<file path="src/rtl/mem_arbiter.sv">
// Round-robin arbiter and sequencer sharing one single-port RAM between the
// instruction-fetch (read-only) and load/store requesters; one transaction in flight.
module mem_arbiter #(
  parameter int DATA_WIDTH = 64,
  parameter int RAM_SIZE   = 16
) (
  input  logic                  clk,
  input  logic                  rst,
  // instruction-fetch port
  input  logic                  if_valid_i,
  output logic                  if_ready_o,
  input  logic [RAM_SIZE-1:0]   if_addr_i,
  output logic                  if_rvalid_o,
  input  logic                  if_rready_i,
  output logic [31:0]           if_rdata_o,
  // load/store port
  input  logic                  ls_valid_i,
  output logic                  ls_ready_o,
  input  logic                  ls_we_i,
  input  logic [2:0]            ls_wid_i,
  input  logic [RAM_SIZE-1:0]   ls_addr_i,
  input  logic [DATA_WIDTH-1:0] ls_wdata_i,
  output logic                  ls_rvalid_o,
  input  logic                  ls_rready_i,
  output logic [DATA_WIDTH-1:0] ls_rdata_o,
  // RAM side
  output logic [RAM_SIZE-1:0]   ram_addr_o,
  output logic                  ram_ewr_o,
  output logic [DATA_WIDTH-1:0] ram_data_o,
  output logic [2:0]            ram_wid_o,
  input  logic [DATA_WIDTH-1:0] ram_data_i,
  // debug view of the sequencer state
  output logic [1:0]            dbg_state_o
);

  localparam logic [1:0] ST_IDLE   = 2'd0;
  localparam logic [1:0] ST_RSP_IF = 2'd1;
  localparam logic [1:0] ST_RSP_LS = 2'd2;

  localparam logic [2:0] WID_D  = 3'b011;
  localparam logic [2:0] WID_WU = 3'b110;

  logic [1:0]            state_q, state_d;
  logic                  last_ls_q, last_ls_d;
  logic [DATA_WIDTH-1:0] rsp_data_q, rsp_data_d;

  logic rsp_hs;
  logic slot_free;
  logic if_elig, ls_elig;
  logic grant_if, grant_ls;

  // Handshakes: a request transfers in a cycle where valid and ready are both
  // high; a response transfers where rvalid and rready are both high. Valid
  // may drop at any time without effect, and rdata holds until the transfer.
  assign rsp_hs = ((state_q == ST_RSP_IF) && if_rready_i) ||
                  ((state_q == ST_RSP_LS) && ls_rready_i);

  // Any state that is not holding a response (including the unused encoding)
  // accepts work, so the sequencer can never lock up.
  assign slot_free = !rst &&
                     (((state_q != ST_RSP_IF) && (state_q != ST_RSP_LS)) || rsp_hs);

  assign if_elig = if_valid_i && slot_free;
  assign ls_elig = ls_valid_i && slot_free;

  // last_ls_q = 1 means LS won most recently, so IF takes the next tie.
  assign grant_if = if_elig && (!ls_elig || last_ls_q);
  assign grant_ls = ls_elig && (!if_elig || !last_ls_q);

  assign if_ready_o = grant_if;
  assign ls_ready_o = grant_ls;

  // RAM drive: idle defaults keep the RAM in a harmless read.
  always_comb begin
    ram_addr_o = '0;
    ram_ewr_o  = 1'b1;
    ram_data_o = '0;
    ram_wid_o  = WID_D;
    if (grant_if) begin
      ram_addr_o = if_addr_i;
      ram_wid_o  = WID_WU;
    end else if (grant_ls) begin
      ram_addr_o = ls_addr_i;
      ram_ewr_o  = !ls_we_i;
      ram_data_o = ls_wdata_i;
      ram_wid_o  = ls_wid_i;
    end
  end

  always_comb begin
    state_d    = state_q;
    last_ls_d  = last_ls_q;
    rsp_data_d = rsp_data_q;
    if (rsp_hs) begin
      state_d = ST_IDLE;
    end
    if (grant_if) begin
      state_d    = ST_RSP_IF;
      last_ls_d  = 1'b0;
      rsp_data_d = {{(DATA_WIDTH-32){1'b0}}, ram_data_i[31:0]};
    end else if (grant_ls) begin
      state_d    = ST_RSP_LS;
      last_ls_d  = 1'b1;
      rsp_data_d = ls_we_i ? '0 : ram_data_i;
    end
  end

  always_ff @(posedge clk) begin
    if (rst) begin
      state_q    <= ST_IDLE;
      last_ls_q  <= 1'b1;
      rsp_data_q <= '0;
    end else begin
      state_q    <= state_d;
      last_ls_q  <= last_ls_d;
      rsp_data_q <= rsp_data_d;
    end
  end

  assign if_rvalid_o = (state_q == ST_RSP_IF);
  assign ls_rvalid_o = (state_q == ST_RSP_LS);
  assign if_rdata_o  = rsp_data_q[31:0];
  assign ls_rdata_o  = rsp_data_q;
  assign dbg_state_o = state_q;

  // The RAM may only see a write strobe for an accepted store.
  always_comb begin
    assert (!(if_ready_o && ls_ready_o));
    assert (ram_ewr_o || (ls_ready_o && ls_we_i));
  end

endmodule

</file>
<file path="config.mk">
export PLATFORM = sky130hd
export DESIGN_NAME = mem_arbiter
export DESIGN_NICKNAME = d
export VERILOG_FILES = /design/src/rtl/mem_arbiter.sv
export SDC_FILE = /design/constraint.sdc
export NUM_CORES = 1
export LEC_CHECK = 0
export ABC_AREA = 1
export CORE_AREA = 3 3 138 140
export CTS_CLUSTER_DIAMETER = 80
export DETAILED_ROUTE_END_ITERATION = 10
export DIE_AREA = 0 0 141 143
export PLACE_DENSITY = 0.64
export SETUP_SLACK_MARGIN = 0.05
export SYNTH_ARGS = -nofsm -noshare
export SYNTH_HDL_FRONTEND = slang
export SYNTH_SLANG_ARGS = --single-unit
</file>
<file path="constraint.sdc">
create_clock -name clk -period 3.6 [get_ports clk]
set_input_delay 0.72 -clock clk [delete_from_list [all_inputs] [get_ports clk]]
set_output_delay 0.72 -clock clk [all_outputs]
set_load 0.05 [all_outputs]
</file>
==> run metrics, run 1 <==
Slew HR=53.25%; drt wl/cell=approximately 14 um; hold-fix buffers at CTS=0; ANT cells=0; DRC=0; register area share after synthesis=28.90%; worst path cell trace=clkdlybuf4s50_1 > nand2_1 > nand3_2 > nand4_4 > clkinv_1 > nand2_1 > buf_12; area leader, netlist=dfxtp_1; Starting DRT DRC Count=247; Adder-Cell Fraction of Synth Area=0.5392%; Mean Syn Cell Area=5.505 um2; CTS buffer count=9; area share of and/or/nand/nor cells after synthesis=42.33%; Async S/R FF share, synth=0%; Gate Count Post-Synth=843; CP Buf/Inv Count=3; max frequency=0.3014 GHz; Crit. End Element=output pin; maxcap violations=0; clk buf depth=2; slowest cell on the critical path=clkinv_1; Setup violations, final=0; CP peak stage delay=between 0.5 and 0.6 ns; post-CTS setup buffer count=0; Root Buffer=clkbuf_16; largest net degree at the start of global routing=around 110; Critical Path AT=approximately 2.6 ns; total clock sinks=67; final WL=19.30 mm; Vias/cell=approximately 4.2; Core Region=17960 um2; post-synth top area share=28.90%; mapped cell area=4641 um2; Pwr Density=402.4 nW/um2; IO Count=356; Final ANT Viol Nets=0; Hold WS=0.4615 ns; htree depth=3; syn nets=1015; ranking of synthesized cells by area=dfxtp_1, nand2_1, nor2_1, inv_1, buf_4; Slew @ Worst Pin=0.7012 ns; largest family of logic cells by synthesized area=simple AND/OR/NAND/NOR gates; most frequent cell after synthesis=nand2_1; total gr overflow=0; Die Area=20160 um2; final hold violations=0; uppermost layer routed=met4; first-pass GRT wire length=29.08 mm; wire length on met1=7.594 mm; Req. time, crit path=2.88 ns; HP Class=reg -> reg; Final Max Tran Viols=0; mux contribution to synthesized area=0%; total number of vias=5784; ys flop type=dfxtp_1; GRT Util Overall=18.06%; PostCTS Resize Cnt=0; synthesis-stage register bit count=67; layout net count=about 1300; GPL Wtd Cong=0.8073; post-synthesis xor/xnor area fraction=0%; layout cells sized above 1=approximately 11%; list of most frequent post-synthesis cells=nand2_1, nor2_1, inv_1; 1st-pass router iterations=4; Worst-Skew Late Latency=about 0.33 ns; Setup Total Neg Slack=0 ns; critical path class=in -> out; vias in the first global route=5244; peak supply drop=0.2232 mV; WL met3=between 1 and 1.5 mm; count of cell types in the netlist=20; Initial Util=25.83%; fin crit share=92.16%; FP Rows=just under 50; CTS tree=done; crit path time final=approximately 3.3 ns; Crit path max-delay family=buffers and inverters; startpoint types=primary input; status=complete, no violations; Die Wd=roughly 140 um; Layout area overhead=94.72%; DPL Wire Length=14.81 mm; routed wl met2=between 10 and 15 mm; Warnings, synthesis=0; # port buffers=355; EDFF count, synth=0; most frequent CP cell=nand2_1; Compound-Gate Fraction of Synth Area=4.071%; crit-path max FO=22; Clk pin slew, worst setup/hold paths=~0.05 ns; leakage power=~4.4 nW; Final Skew=0.006771 ns; chip height=around 140 um; initial antenna violation count=0; filler instances=1814; RSZ-0062 raised after global routing=false
tightest hold or removal path, delay by kind of cell, from the launching register on:
family | cells | cell delay [ns]
DFF | 1 | 0.30
and+or+nand+nor | 1 | 0.06
AOI/OAI and AO/OA | 1 | 0.05
power breakdown:
group | switching (mW) | internal [mW]
Sequential | 0.0565 | 0.813
Combinational | 1.16 | 0.702
Clock | 0.363 | 0.541
Total | 1.58 | 2.06
cells in the final DEF, fill, tap and decap left out, types with 31 or more instances in the layout:
master,Yosys,routed
nand2_1,221,221
nor2_1,192,192
nand3_1,35,35
dfxtp_1,67,67
buf_12,0,68
inv_1,166,166
buf_4,32,31
a21oi_1,33,33
clkdlybuf4s50_1,0,268
nand4_1,32,32
sequential cells by signal (all words and copies together) (netlist names):
register,flops
last_ls_q,1
dbg_state_o,2
ls_rdata_o,64
per-stage QoR:
stage	util (%)	worst slack (ns)	cells	power (mW)	cell area, um2
2_1_floorplan	-	0.2007	843	2.060	4642
3_3_place_gp	48.62	0.2491	1355	2.756	8735
3_5_place_dp	48.62	0.2050	1355	2.763	8735
4_1_cts	50.30	0.1827	1371	3.682	9036
5_1_grt	50.30	0.1050	1371	3.831	9036
6_report	50.30	0.2821	1371	3.636	9036
routing by layer:
layer | vias to the layer above | global-route usage, %
met2 | 211 | 32.51
met1 | 2535 | 21.12
met4 | 0 | 5.099
met5 | - | 0
met3 | 21 | 4.856
li1 | 3017 | -
cell type report:
| type | instances | area [um2] | area share [%] |
|---|---|---|---|
| clock inverters | 7 | 76.32 | 0.8446 |
| multi-input cells | 521 | 2187 | 24.20 |
| repair buffers | 368 | 4282 | 47.38 |
| flip-flops and latches | 67 | 1341 | 14.84 |
| clock buffers | 9 | 225.2 | 2.492 |
| inverters | 170 | 638.1 | 7.062 |
| well taps | 229 | 286.5 | 3.171 |
path summary, 6_finish.rpt:
| kind | start | slack (ns) | cells past startpoint | to |
|---|---|---|---|---|
| worst max-delay path | if_rready_i | 0.28 | 7 | ram_ewr_o |
| worst min-delay path | ls_rdata_o[37]$_SDFFE_PP0P_ | 0.46 | 2 | ls_rdata_o[37]$_SDFFE_PP0P_ |
| worst max register to register | dbg_state_o[0]$_SDFFE_PP0P_ | 1.09 | 11 | ls_rdata_o[24]$_SDFFE_PP0P_ |
| worst min register to register | ls_rdata_o[37]$_SDFFE_PP0P_ | 0.46 | 2 | ls_rdata_o[37]$_SDFFE_PP0P_ |
cell families after synthesis:
| family | Yosys count |
|---|---|
| AO/OA/AOI/OAI | 35 |
| adder cells (fa/ha/maj) | 2 |
| buffers and inverters | 255 |
| flip-flops | 67 |
| AND/OR/NAND/NOR | 484 |
Power figures use the tool's default switching activity.
==> run 2: changes to the inputs <==
- PLACE_DENSITY: 0.64 -> 0.67
- clock period: 3.6 -> 2.8 ns (I/O delays scaled with it)
==> run 2 against run 1 <==
- clock power is 27% higher
- sequential share of layout area shrank 0.48 points
- power increased by 31%
- utilization is 1.9 points higher
- sequential power is 29% higher
- clock skew is 0.0018 ns higher
- highest routed layer unchanged
- hold slack lost 0.00068 ns
==> run metrics, run 2 (synthesis results as in run 1) <==
FP Rows=49; PnR worst setup slack=approximately 0.14 ns; Req. time, crit path=2.24 ns; max frequency=0.3758 GHz; Final Skew=0.008540 ns; Worst-Skew Late Latency=roughly 0.33 ns; Final Max Tran Viols=0; first-pass GRT wire length=between 20 and 30 mm; Core Region=between 15000 and 20000 um2; P_int=2.700 mW; IO Count=356; 1st-pass router iterations=4; DPL Wire Length=15.10 mm; Slew HR=between 50% and 60%; most common cell after layout, fill and taps aside=clkdlybuf4s50_1; CTS buffer count=9; largest net degree at the start of global routing=approximately 70; Root Buffer=clkbuf_16; Crit. End Element=output pin; CP peak stage delay=around 0.46 ns; Critical Path AT=between 2 and 2.5 ns; Pwr Density=508.2 nW/um2; hold-fix buffers at CTS=0; Starting DRT DRC Count=around 300; power share of the clock group=24.2%; maxcap violations=0; vias in the first global route=5400; DRC=0; worst slack at placement=0.09665 ns; Die Area=20160 um2; Final ANT Viol Nets=0; CP Buf/Inv Count=4; stages on the worst setup path=8; status=complete, no violations; initial antenna violation count=0; layout net count=1325; Vias/cell=4.255; fin util=between 50% and 60%; Crit path max-delay family=buffers and inverters; HP Class=reg -> reg; worst hold stages=2; startpoint types=primary input; Clk pin slew, worst setup/hold paths=0.05 ns; final hold violations=0; clk buf depth=2; combinational power share=52.3%; total gr overflow=0; chip height=approximately 140 um; P_sw=2.063 mW; sequential share of power=23.6%; Layout area overhead=102.0%; drt wl/cell=14.16 um; leakage power=~4.5 nW; # port buffers=355; max reg flops=64; Placed Area=about 8900 um2; GPL Wtd Cong=0.9145; Initial Util=25.83%; final design area excluding fillers=roughly 9400 um2; Slew @ Worst Pin=0.6727 ns; peak supply drop=0.2540 mV; layout cells sized above 1=15.89%; Reg2Reg Setup Slack=0.69 ns; CTS tree=done; RSZ-0062 raised after global routing=true; most frequent CP cell=buf_12; final WL=19.63 mm; r2r worst-path depth=12; Sw Ratio=a little over two fifths; crit-path max FO=31; fin crit share=95.03%; worst path cell trace=clkdlybuf4s50_1 > nand2_1 > nand3_4 > nand4_4 > buf_12 > buf_12 > nor2_2 > buf_12; commonest non-fill, non-tap cells in the layout=clkdlybuf4s50_1, nand2_1, inv_1; slowest cell on the critical path=clkdlybuf4s50_1; ANT cells=0; crit path time final=2.661 ns; Setup violations, final=0; htree depth=3; total clock sinks=67; critical path class=in -> out; GRT Util Overall=a little under a fifth; Setup Total Neg Slack=0 ns; Die Wd=141 um; total number of vias=about 5900
## run 2: changes by cell type in the layout (fill, tap and decap cells not counted), moves of 4 or more
cell,before,now
nor2_2,0,28
nand2_1,221,212
nor2_1,192,160
buf_4,31,42
clkinv_4,1,5
nand2_2,0,9
buf_12,68,72
nor2_4,0,4
## run 2: power groups by stage
| stage | Clock, mW | Combinational, mW | Sequential (mW) |
|---|---|---|---|
| 6_report | 1.15 | 2.49 | 1.12 |
| 2_1_floorplan | 0 | 1.23 | 1.43 |
| 5_1_grt | 1.24 | 2.64 | 1.14 |
| 3_3_place_gp | 0 | 2.45 | 1.14 |
| 4_1_cts | 1.19 | 2.47 | 1.12 |
| 3_5_place_dp | 0 | 2.46 | 1.14 |
## run 2: routing by layer
layer / share of wire (%) / GRT usage, %
met1: 39 / 20.34
met2: 53 / 34.02
met3: 6.1 / 4.421
met4: 1.7 / 4.895
met5: 0 / 0
## run 2: cell type report
type                       count  area (um2)
fill                        1693        8589
timing repair buffer         384        4469
multi-input combinational    521        2330
sequential                    67        1346
inverter                     170       638.1
tap                          229       286.5
clock buffer                   9       225.2
clock inverter                 7       78.83
## run 2: worst min-delay path, delay by kind of cell, from the launching register on
family | cells | cell delay, ns
AO/OA/AOI/OAI | 1 | 0.05
flip-flops | 1 | 0.30
AND/OR/NAND/NOR | 1 | 0.06
## run 2: what timing repair did
item                       4_1_cts  5_1_grt
setup endpoints to repair        5       68
resized for setup                5       30
pin swaps                        0        1
gates cloned                     0        1
setup buffers                    0        1
## run 2: worst paths after layout
check                                      to                        start
setup / recovery               ram_data_o[61]                  if_rready_i
setup reg to reg  ls_rdata_o[25]$_SDFFE_PP0P_  dbg_state_o[0]$_SDFFE_PP0P_
hold / removal    ls_rdata_o[35]$_SDFFE_PP0P_  ls_rdata_o[35]$_SDFFE_PP0P_
hold reg to reg   ls_rdata_o[35]$_SDFFE_PP0P_  ls_rdata_o[35]$_SDFFE_PP0P_
## run 2: metrics by stage
step	power (mW)	instances	hold WS, ns
after floorplan	2.659	843	0.5388
after global placement	3.589	1369	0.4501
after detailed placement	3.604	1369	0.4529
after CTS	4.782	1385	0.4627
after global routing	5.018	1387	0.4805
final	4.763	1387	0.4608
